## config.mk

```make
export PLATFORM = sky130hd
export DESIGN_NAME = vga_timing_multi_flat
export DESIGN_NICKNAME = d
export VERILOG_FILES = /design/src/rtl/vga_timing_multi_if.sv /design/src/rtl/vga_timing_multi.sv /design/src/flat_wrapper.sv
export SDC_FILE = /design/constraint.sdc
export NUM_CORES = 1
export LEC_CHECK = 0
export ABC_AREA = 1
export CORE_UTILIZATION = 39
export CTS_CLUSTER_DIAMETER = 50
export DETAILED_ROUTE_END_ITERATION = 7
export GPL_ROUTABILITY_DRIVEN = 0
export PLACE_DENSITY = 0.64
export SETUP_SLACK_MARGIN = 0.05
export SLEW_MARGIN = 25
export SYNTH_ARGS = -nofsm -noshare
export SYNTH_HDL_FRONTEND = slang
export SYNTH_SLANG_ARGS = --single-unit
```

## constraint.sdc

```tcl
create_clock -name pclk -period 3.49 [get_ports pclk]
set_input_delay 0.349 -clock pclk [delete_from_list [all_inputs] [get_ports pclk]]
set_output_delay 0.349 -clock pclk [all_outputs]
set_load 0.03 [all_outputs]
```

## src/rtl/vga_timing_multi_if.sv

```systemverilog
// Control and video-timing bundle between a timing generator (slave) and its
// controller/consumer (master).
interface vga_timing_multi_if #(
   parameter int CNT_W  = 11,
   parameter int FCNT_W = 16
);
   logic              en;
   logic [1:0]        mode_sel;
   logic [CNT_W-1:0]  hcount;
   logic [CNT_W-1:0]  vcount;
   logic              hsync;
   logic              vsync;
   logic              hblnk;
   logic              vblnk;
   logic              frame_start;
   logic [1:0]        mode_act;
   logic [FCNT_W-1:0] frame_cnt;

   modport master (
      output en, mode_sel,
      input  hcount, vcount, hsync, vsync, hblnk, vblnk, frame_start, mode_act, frame_cnt
   );

   modport slave (
      input  en, mode_sel,
      output hcount, vcount, hsync, vsync, hblnk, vblnk, frame_start, mode_act, frame_cnt
   );
endinterface

```

## src/rtl/vga_timing_multi.sv

```systemverilog
// Multi-mode VGA timing generator: 800x600, 640x480 and 1024x768 selectable at
// runtime, switched only at the frame boundary, with frame strobe and counter.
module vga_timing_multi #(
   parameter int CNT_W        = 11,
   parameter int FCNT_W       = 16,
   parameter int DEFAULT_MODE = 0
) (
   input  logic              pclk,
   input  logic              rst,
   vga_timing_multi_if.slave vga
);

   typedef logic [CNT_W-1:0] cnt_t;

   typedef struct packed {
      cnt_t h_act;
      cnt_t h_sync_first;
      cnt_t h_sync_last;
      cnt_t h_last;
      cnt_t v_act;
      cnt_t v_sync_first;
      cnt_t v_sync_last;
      cnt_t v_last;
      logic sync_pos;
   } timing_t;

   localparam logic [1:0] RST_MODE = 2'(DEFAULT_MODE);
   localparam logic       RST_IDLE = (DEFAULT_MODE == 0) ? 1'b0 : 1'b1;

   // Builds the decode thresholds from the usual ACT/FP/SYNC/TOT description.
   function automatic timing_t mk_timing(
      input int ha, input int hf, input int hs, input int ht,
      input int va, input int vf, input int vs, input int vt,
      input logic pos
   );
      timing_t t;
      t.h_act        = cnt_t'(ha);
      t.h_sync_first = cnt_t'(ha + hf);
      t.h_sync_last  = cnt_t'(ha + hf + hs - 1);
      t.h_last       = cnt_t'(ht - 1);
      t.v_act        = cnt_t'(va);
      t.v_sync_first = cnt_t'(va + vf);
      t.v_sync_last  = cnt_t'(va + vf + vs - 1);
      t.v_last       = cnt_t'(vt - 1);
      t.sync_pos     = pos;
      return t;
   endfunction

   function automatic timing_t timing_of(input logic [1:0] mode);
      case (mode)
         2'd1:    return mk_timing(640,  16,  96,  800, 480, 10, 2, 525, 1'b0);
         2'd2:    return mk_timing(1024, 24, 136, 1344, 768,  3, 6, 806, 1'b0);
         default: return mk_timing(800,  40, 128, 1056, 600,  1, 4, 628, 1'b1);
      endcase
   endfunction

   function automatic logic in_range(input cnt_t c, input cnt_t lo, input cnt_t hi);
      return (c >= lo) && (c <= hi);
   endfunction

   cnt_t              hcount_q, hcount_d;
   cnt_t              vcount_q, vcount_d;
   logic [1:0]        mode_q, mode_d;
   logic [FCNT_W-1:0] frame_cnt_q, frame_cnt_d;
   logic              hsync_q, hsync_d;
   logic              vsync_q, vsync_d;
   logic              hblnk_q, hblnk_d;
   logic              vblnk_q, vblnk_d;
   logic              frame_start_q, frame_start_d;

   timing_t cur_t, nxt_t;
   logic    h_end, v_end, boundary;

   // NOTE: every always_comb output gets a default first so no path leaves a latch.
   always_comb begin
      cur_t         = timing_of(mode_q);
      h_end         = (hcount_q == cur_t.h_last);
      v_end         = (vcount_q == cur_t.v_last);
      boundary      = h_end && v_end;

      hcount_d      = h_end ? '0 : hcount_q + cnt_t'(1);
      vcount_d      = vcount_q;
      if (h_end) begin
         vcount_d   = v_end ? '0 : vcount_q + cnt_t'(1);
      end

      mode_d        = mode_q;
      if (boundary) begin
         mode_d     = (vga.mode_sel == 2'd3) ? 2'd0 : vga.mode_sel;
      end

      // Flags are decoded from the next counts under the next mode so they
      // line up with hcount/vcount in the same cycle.
      nxt_t         = timing_of(mode_d);
      hsync_d       = in_range(hcount_d, nxt_t.h_sync_first, nxt_t.h_sync_last) ^ ~nxt_t.sync_pos;
      vsync_d       = in_range(vcount_d, nxt_t.v_sync_first, nxt_t.v_sync_last) ^ ~nxt_t.sync_pos;
      hblnk_d       = (hcount_d >= nxt_t.h_act);
      vblnk_d       = (vcount_d >= nxt_t.v_act);
      frame_start_d = boundary;
      frame_cnt_d   = frame_cnt_q + FCNT_W'(boundary);
   end

   // NOTE: sequential state uses non-blocking assignments so all registers
   // sample the same pre-edge values regardless of statement order.
   always_ff @(posedge pclk or negedge rst) begin
      if (!rst) begin
         hcount_q      <= '0;
         vcount_q      <= '0;
         mode_q        <= RST_MODE;
         frame_cnt_q   <= '0;
         hsync_q       <= RST_IDLE;
         vsync_q       <= RST_IDLE;
         hblnk_q       <= 1'b0;
         vblnk_q       <= 1'b0;
         frame_start_q <= 1'b0;
      end else if (vga.en) begin
         hcount_q      <= hcount_d;
         vcount_q      <= vcount_d;
         mode_q        <= mode_d;
         frame_cnt_q   <= frame_cnt_d;
         hsync_q       <= hsync_d;
         vsync_q       <= vsync_d;
         hblnk_q       <= hblnk_d;
         vblnk_q       <= vblnk_d;
         frame_start_q <= frame_start_d;
      end
   end

   assign vga.hcount      = hcount_q;
   assign vga.vcount      = vcount_q;
   assign vga.mode_act    = mode_q;
   assign vga.frame_cnt   = frame_cnt_q;
   assign vga.hsync       = hsync_q;
   assign vga.vsync       = vsync_q;
   assign vga.hblnk       = hblnk_q;
   assign vga.vblnk       = vblnk_q;
   assign vga.frame_start = frame_start_q;

endmodule

```

## src/flat_wrapper.sv

```systemverilog
// flat-port wrapper written by rule: the top's interface ports become plain ports
module vga_timing_multi_flat 
#(
   parameter int CNT_W        = 11,
   parameter int FCNT_W       = 16,
   parameter int DEFAULT_MODE = 0
)
  (pclk, rst, vga_en, vga_mode_sel, vga_hcount, vga_vcount, vga_hsync, vga_vsync, vga_hblnk, vga_vblnk, vga_frame_start, vga_mode_act, vga_frame_cnt);
  vga_timing_multi_if #(.CNT_W(CNT_W), .FCNT_W(FCNT_W)) vga_i ();
  input  logic pclk;
  input  logic rst;
  input wire logic [$bits(vga_i.en)-1:0] vga_en;
  input wire logic [$bits(vga_i.mode_sel)-1:0] vga_mode_sel;
  output wire logic [$bits(vga_i.hcount)-1:0] vga_hcount;
  output wire logic [$bits(vga_i.vcount)-1:0] vga_vcount;
  output wire logic [$bits(vga_i.hsync)-1:0] vga_hsync;
  output wire logic [$bits(vga_i.vsync)-1:0] vga_vsync;
  output wire logic [$bits(vga_i.hblnk)-1:0] vga_hblnk;
  output wire logic [$bits(vga_i.vblnk)-1:0] vga_vblnk;
  output wire logic [$bits(vga_i.frame_start)-1:0] vga_frame_start;
  output wire logic [$bits(vga_i.mode_act)-1:0] vga_mode_act;
  output wire logic [$bits(vga_i.frame_cnt)-1:0] vga_frame_cnt;
  assign vga_i.en = vga_en;
  assign vga_i.mode_sel = vga_mode_sel;
  assign vga_hcount = vga_i.hcount;
  assign vga_vcount = vga_i.vcount;
  assign vga_hsync = vga_i.hsync;
  assign vga_vsync = vga_i.vsync;
  assign vga_hblnk = vga_i.hblnk;
  assign vga_vblnk = vga_i.vblnk;
  assign vga_frame_start = vga_i.frame_start;
  assign vga_mode_act = vga_i.mode_act;
  assign vga_frame_cnt = vga_i.frame_cnt;
  vga_timing_multi #(.CNT_W(CNT_W), .FCNT_W(FCNT_W), .DEFAULT_MODE(DEFAULT_MODE)) u_core (.pclk(pclk), .rst(rst), .vga(vga_i));
endmodule
```

==> impl_metrics.prom, run 1 <==
# TYPE chip_impl_metric gauge
chip_impl_info{name="outcome",value="finished, final reports clean"} 1
chip_impl_info{name="critPathKind",value="register to register"} 1
chip_impl_metric{name="timing.critical_path.slowest_cell_delay",unit="ns"} 0.45
chip_impl_metric{name="final_number_of_hold_violating_endpoints",unit=""} 0
chip_impl_metric{name="ys_ff_latch",unit=""} 45
chip_impl_metric{name="clock_sink_total",unit=""} 45
chip_impl_metric{name="critical_path_depth",unit=""} 22
chip_impl_metric{name="path_clk_slew",unit="ns"} 0.09
chip_impl_info{name="netlist_top_cells_area",value="dfrtp_1, nand2_1, ha_1"} 1
chip_impl_metric{name="viasPerCell",unit=""} 5.11
chip_impl_metric{name="grt_start_max_net_pins",unit=""} 46
chip_impl_metric{name="post_route_non_filler_standard_cell_count",unit=""} 638
chip_impl_info{name="holdCritPathClass",value="primary input to async pin"} 1
chip_impl_metric{name="timing.final.setup_violations",unit=""} 0
chip_impl_info{name="critical_path.cell_chain",value="inv_2 -> ha_4 -> nand2_2 -> nand2_2 -> nor2_4 -> nand3_4 -> clkinv_8 -> nand2_4 -> nor2_4 -> nand3b_1 -> a221oi_2 -> ha_1 -> nand2_1 -> inv_2 -> a221o_1 -> nor2_4 -> buf_4 -> nand2_1 -> nand2_1 -> nand3_1 -> nand3_1 -> nand2_1"} 1
chip_impl_metric{name="power_spent_charging_and_discharging_nets",unit="uW"} 760
chip_impl_metric{name="layout-area-overhead-vs-synth",unit="%"} 30.5
chip_impl_metric{name="dieWidth",unit="um"} 95.2
chip_impl_metric{name="comb_power_share",unit="%"} 41.7
chip_impl_info{name="endpoint_class_of_the_critical_path",value="register"} 1
chip_impl_metric{name="post-route-period-util",unit="%"} 92.5
chip_impl_metric{name="switching_share",unit="%"} 40.7
chip_impl_metric{name="part_of_the_power_in_the_clock_network",unit="%"} 22.0
chip_impl_metric{name="die_height",unit="um"} 95.2
chip_impl_metric{name="drt_pre_antenna_iters",unit=""} 7
chip_impl_metric{name="syn_avg_cell_area",unit="um^2"} 7.45
chip_impl_metric{name="ys_types",unit=""} 40
chip_impl_metric{name="final_nets",unit=""} 569
chip_impl_info{name="worst_path_dominant_cell_family",value="simple AND/OR/NAND/NOR gates"} 1
chip_impl_metric{name="num_vias",unit=""} 3263
chip_impl_metric{name="p_seq_share",unit="%"} 36.4
chip_impl_metric{name="portBuffers",unit=""} 49
chip_impl_metric{name="critPathRequiredTime",unit="ns"} 3.69
chip_impl_metric{name="totalPowerFinal",unit="mW"} 1.87
chip_impl_metric{name="synthesis.instances",unit=""} 455
chip_impl_metric{name="data_arrival_time_of_the_worst_path",unit="ns"} 3.43
chip_impl_metric{name="postRouteAntennaNets",unit=""} 0
chip_impl_info{name="yosys-top-cells-count",value="nand2_1, inv_1, dfrtp_1"} 1
chip_impl_metric{name="max-cap-violations",unit=""} 0
chip_impl_metric{name="max_slew.worst_pin.slew",unit="ns"} 0.713
chip_impl_metric{name="dp_hpwl",unit="um"} 6470
chip_impl_metric{name="synth-warning-count",unit=""} 0
chip_impl_metric{name="global_route.overflow_total",unit=""} 0
chip_impl_metric{name="final_max_slew_violation_count",unit=""} 0
chip_impl_metric{name="htree_num_levels",unit=""} 2
chip_impl_info{name="post-synth-top-count-cell",value="nand2_1"} 1
chip_impl_metric{name="clock_path_buffers",unit=""} 2
chip_impl_metric{name="fmaxAchievable",unit="MHz"} 310
chip_impl_metric{name="seq_area_frac_synth",unit="%"} 33.2
chip_impl_metric{name="grt_pass1_vias",unit=""} 2941
chip_impl_metric{name="cellLeakagePower",unit="nW"} 2.18
chip_impl_metric{name="drt_drc_violations_left",unit=""} 0
chip_impl_metric{name="worstSkewPairLatency",unit="ns"} 0.31
chip_impl_metric{name="cts_buffers",unit=""} 5
chip_impl_metric{name="cellPowerDensity",unit="nW/um^2"} 422
chip_impl_metric{name="cp.buffers_inverters",unit=""} 4
chip_impl_info{name="rsz_0062_raised_after_global_routing",value="yes"} 1
chip_impl_metric{name="internal-power",unit="mW"} 1.11
chip_impl_info{name="clock_tree_from_tritoncts",value="done"} 1
chip_impl_metric{name="wl_per_instance",unit="um"} 13.8
chip_impl_metric{name="final.min_clock_period",unit="ns"} 3.23
chip_impl_metric{name="mappedNetlistArea",unit="um^2"} 3390
chip_impl_info{name="startpoint_type",value="register"} 1
chip_impl_metric{name="synth_edf_count",unit=""} 0
chip_impl_metric{name="antenna-diode-count",unit=""} 0
chip_impl_metric{name="num_rows",unit=""} 33
chip_impl_metric{name="fin_worst_skew",unit="ns"} 0.00410
chip_impl_metric{name="async_reset_ff_share",unit="%"} 100
chip_impl_info{name="path_common_cell",value="nand2_1"} 1
chip_impl_metric{name="placed_cell_area",unit="um^2"} 4020
chip_impl_info{name="post-synth-top-area-cell",value="dfrtp_1"} 1
chip_impl_metric{name="finalWirelength",unit="um"} 8810
chip_impl_info{name="synth_top_flop_cell",value="dfrtp_1"} 1
chip_impl_metric{name="postLayoutSetupSlackWorst",unit="ns"} 0.263
chip_impl_metric{name="core-area",unit="um^2"} 8300
chip_impl_metric{name="grt_use_total",unit="%"} 19.5
chip_impl_metric{name="synthesis.nets",unit=""} 492
chip_impl_info{name="clockRootBuffer",value="clkbuf_8"} 1
chip_impl_metric{name="post-synth-top-area-fraction",unit="%"} 33.2
chip_impl_metric{name="total_die_area",unit="um^2"} 9070
chip_impl_metric{name="first_iter_violations",unit=""} 253
chip_impl_metric{name="dp_cells",unit=""} 611
chip_impl_metric{name="ir_worst_vdd",unit="mV"} 0.207
chip_impl_metric{name="grt_pass1_wl",unit="um"} 13800
chip_impl_metric{name="cp_max_fo",unit=""} 7
chip_impl_metric{name="antenna_found_initial",unit=""} 0
chip_impl_metric{name="worst_slew_margin_rel",unit="%"} 52.0
chip_impl_metric{name="floorplan.initialDensity",unit="%"} 40.8
chip_impl_metric{name="layout-drive-gt1-share",unit="%"} 16.5
chip_impl_metric{name="rr_worst_depth",unit=""} 22
chip_impl_metric{name="finalInstanceArea",unit="um^2"} 4420
chip_impl_metric{name="layout.core_utilization",unit="%"} 53.3
chip_impl_metric{name="ioPinCount",unit=""} 50
chip_impl_metric{name="dp_slack",unit="ns"} -0.0660
chip_impl_info{name="crit_slowest_cell",value="dfrtp_2"} 1
==> worst paths after layout <==
| kind | start | endpoint | slack, ns |
|---|---|---|---|
| min in group pclk | u_core.vga.frame_cnt[15]$_DFFE_PN0P_ | u_core.vga.frame_cnt[15]$_DFFE_PN0P_ | 0.48 |
| min | rst | u_core.vga.frame_cnt[6]$_DFFE_PN0P_ | 0.03 |
| min reg2reg | u_core.vga.frame_cnt[15]$_DFFE_PN0P_ | u_core.vga.frame_cnt[15]$_DFFE_PN0P_ | 0.48 |
| max | u_core.vga.mode_act[0]$_DFFE_PN0P_ | u_core.vga.vsync$_DFFE_PN0P_ | 0.26 |
| max reg2reg | u_core.vga.mode_act[0]$_DFFE_PN0P_ | u_core.vga.vsync$_DFFE_PN0P_ | 0.26 |
| max in group asynchronous | rst | u_core.vga.mode_act[1]$_DFFE_PN0P_ | 3.03 |
==> flip-flops by register name, summed over array words and instances, names as in the netlist <==
signal	count
u_core.vga.vsync	1
u_core.vga.hsync	1
u_core.vga.mode_act	2
u_core.vga.frame_cnt	16
u_core.vga.frame_start	1
u_core.vga.vblnk	1
u_core.vga.hblnk	1
u_core.vga.hcount	11
u_core.vga.vcount	11
==> routing by layer <==
layer	part of all wire [%]	routed length [um]	track usage (%)
met2	46	4060	32.0
met3	5.8	507	2.71
met5	0	0	0
met1	46	4070	26.7
met4	2.0	172	5.18
==> cell families after synthesis <==
group / after synthesis / synth area share [%]
AOI/OAI and AO/OA: 59 / 10.4
xor gates and xnor gates: 15 / 3.88
adders and majority gates: 32 / 11.8
buffers and inverters: 71 / 8.90
DFF: 45 / 33.2
and+or+nand+nor: 233 / 31.8
==> placed cells by master, fill, tap and decap left out, drive strengths merged, types with 12 or more instances in the layout <==
cell type	instances
nor2	52
clkdlybuf4s50	48
ha	32
inv	61
nand3	25
buf	29
a21oi	12
nand2	126
nand4	12
dfrtp	45
o21ai	36
==> final cells by class <==
type / instances / area (um^2)
inverter: 64 / 258
fill: 787 / 3880
clock buffer: 5 / 68.8
sequential: 45 / 1130
multi-input combinational: 339 / 2080
clock inverter: 3 / 46.3
timing repair buffer: 77 / 714
tap: 105 / 131
==> power groups by stage <==
stage | Clock, mW | Combinational (mW) | Sequential [mW]
after global routing | 0.447 | 0.866 | 0.690
after floorplan | 0 | 0.353 | 0.796
after CTS | 0.423 | 0.737 | 0.677
after detailed placement | 0 | 0.732 | 0.686
final | 0.410 | 0.778 | 0.678
after global placement | 0 | 0.723 | 0.685
==> through the flow <==
stage / setup TNS [ns] / hold WS, ns
global placement: 0 / 0.460
CTS: 0 / 0.0573
detailed placement: -0.0660 / 0.398
global route: 0 / 0.0772
floorplan: 0 / 0.0534
finish: 0 / 0.0260
==> timing repair <==
| action | in CTS | in global routing |
|---|---|---|
| resized for setup | 3 | 29 |
| buffers inserted | 3 | 16 |
| hold buffers | 0 | 0 |
| setup endpoints to repair | 3 | 7 |
| pin swaps | 2 | 21 |
Note: power is estimated with default switching activity, not from simulation.
==> run 2, diff against run 1 <==
CAP_MARGIN = 20   (was not set)
==> results of run 2 <==
Final layout, timing and power as in run 1 (identical DEF).
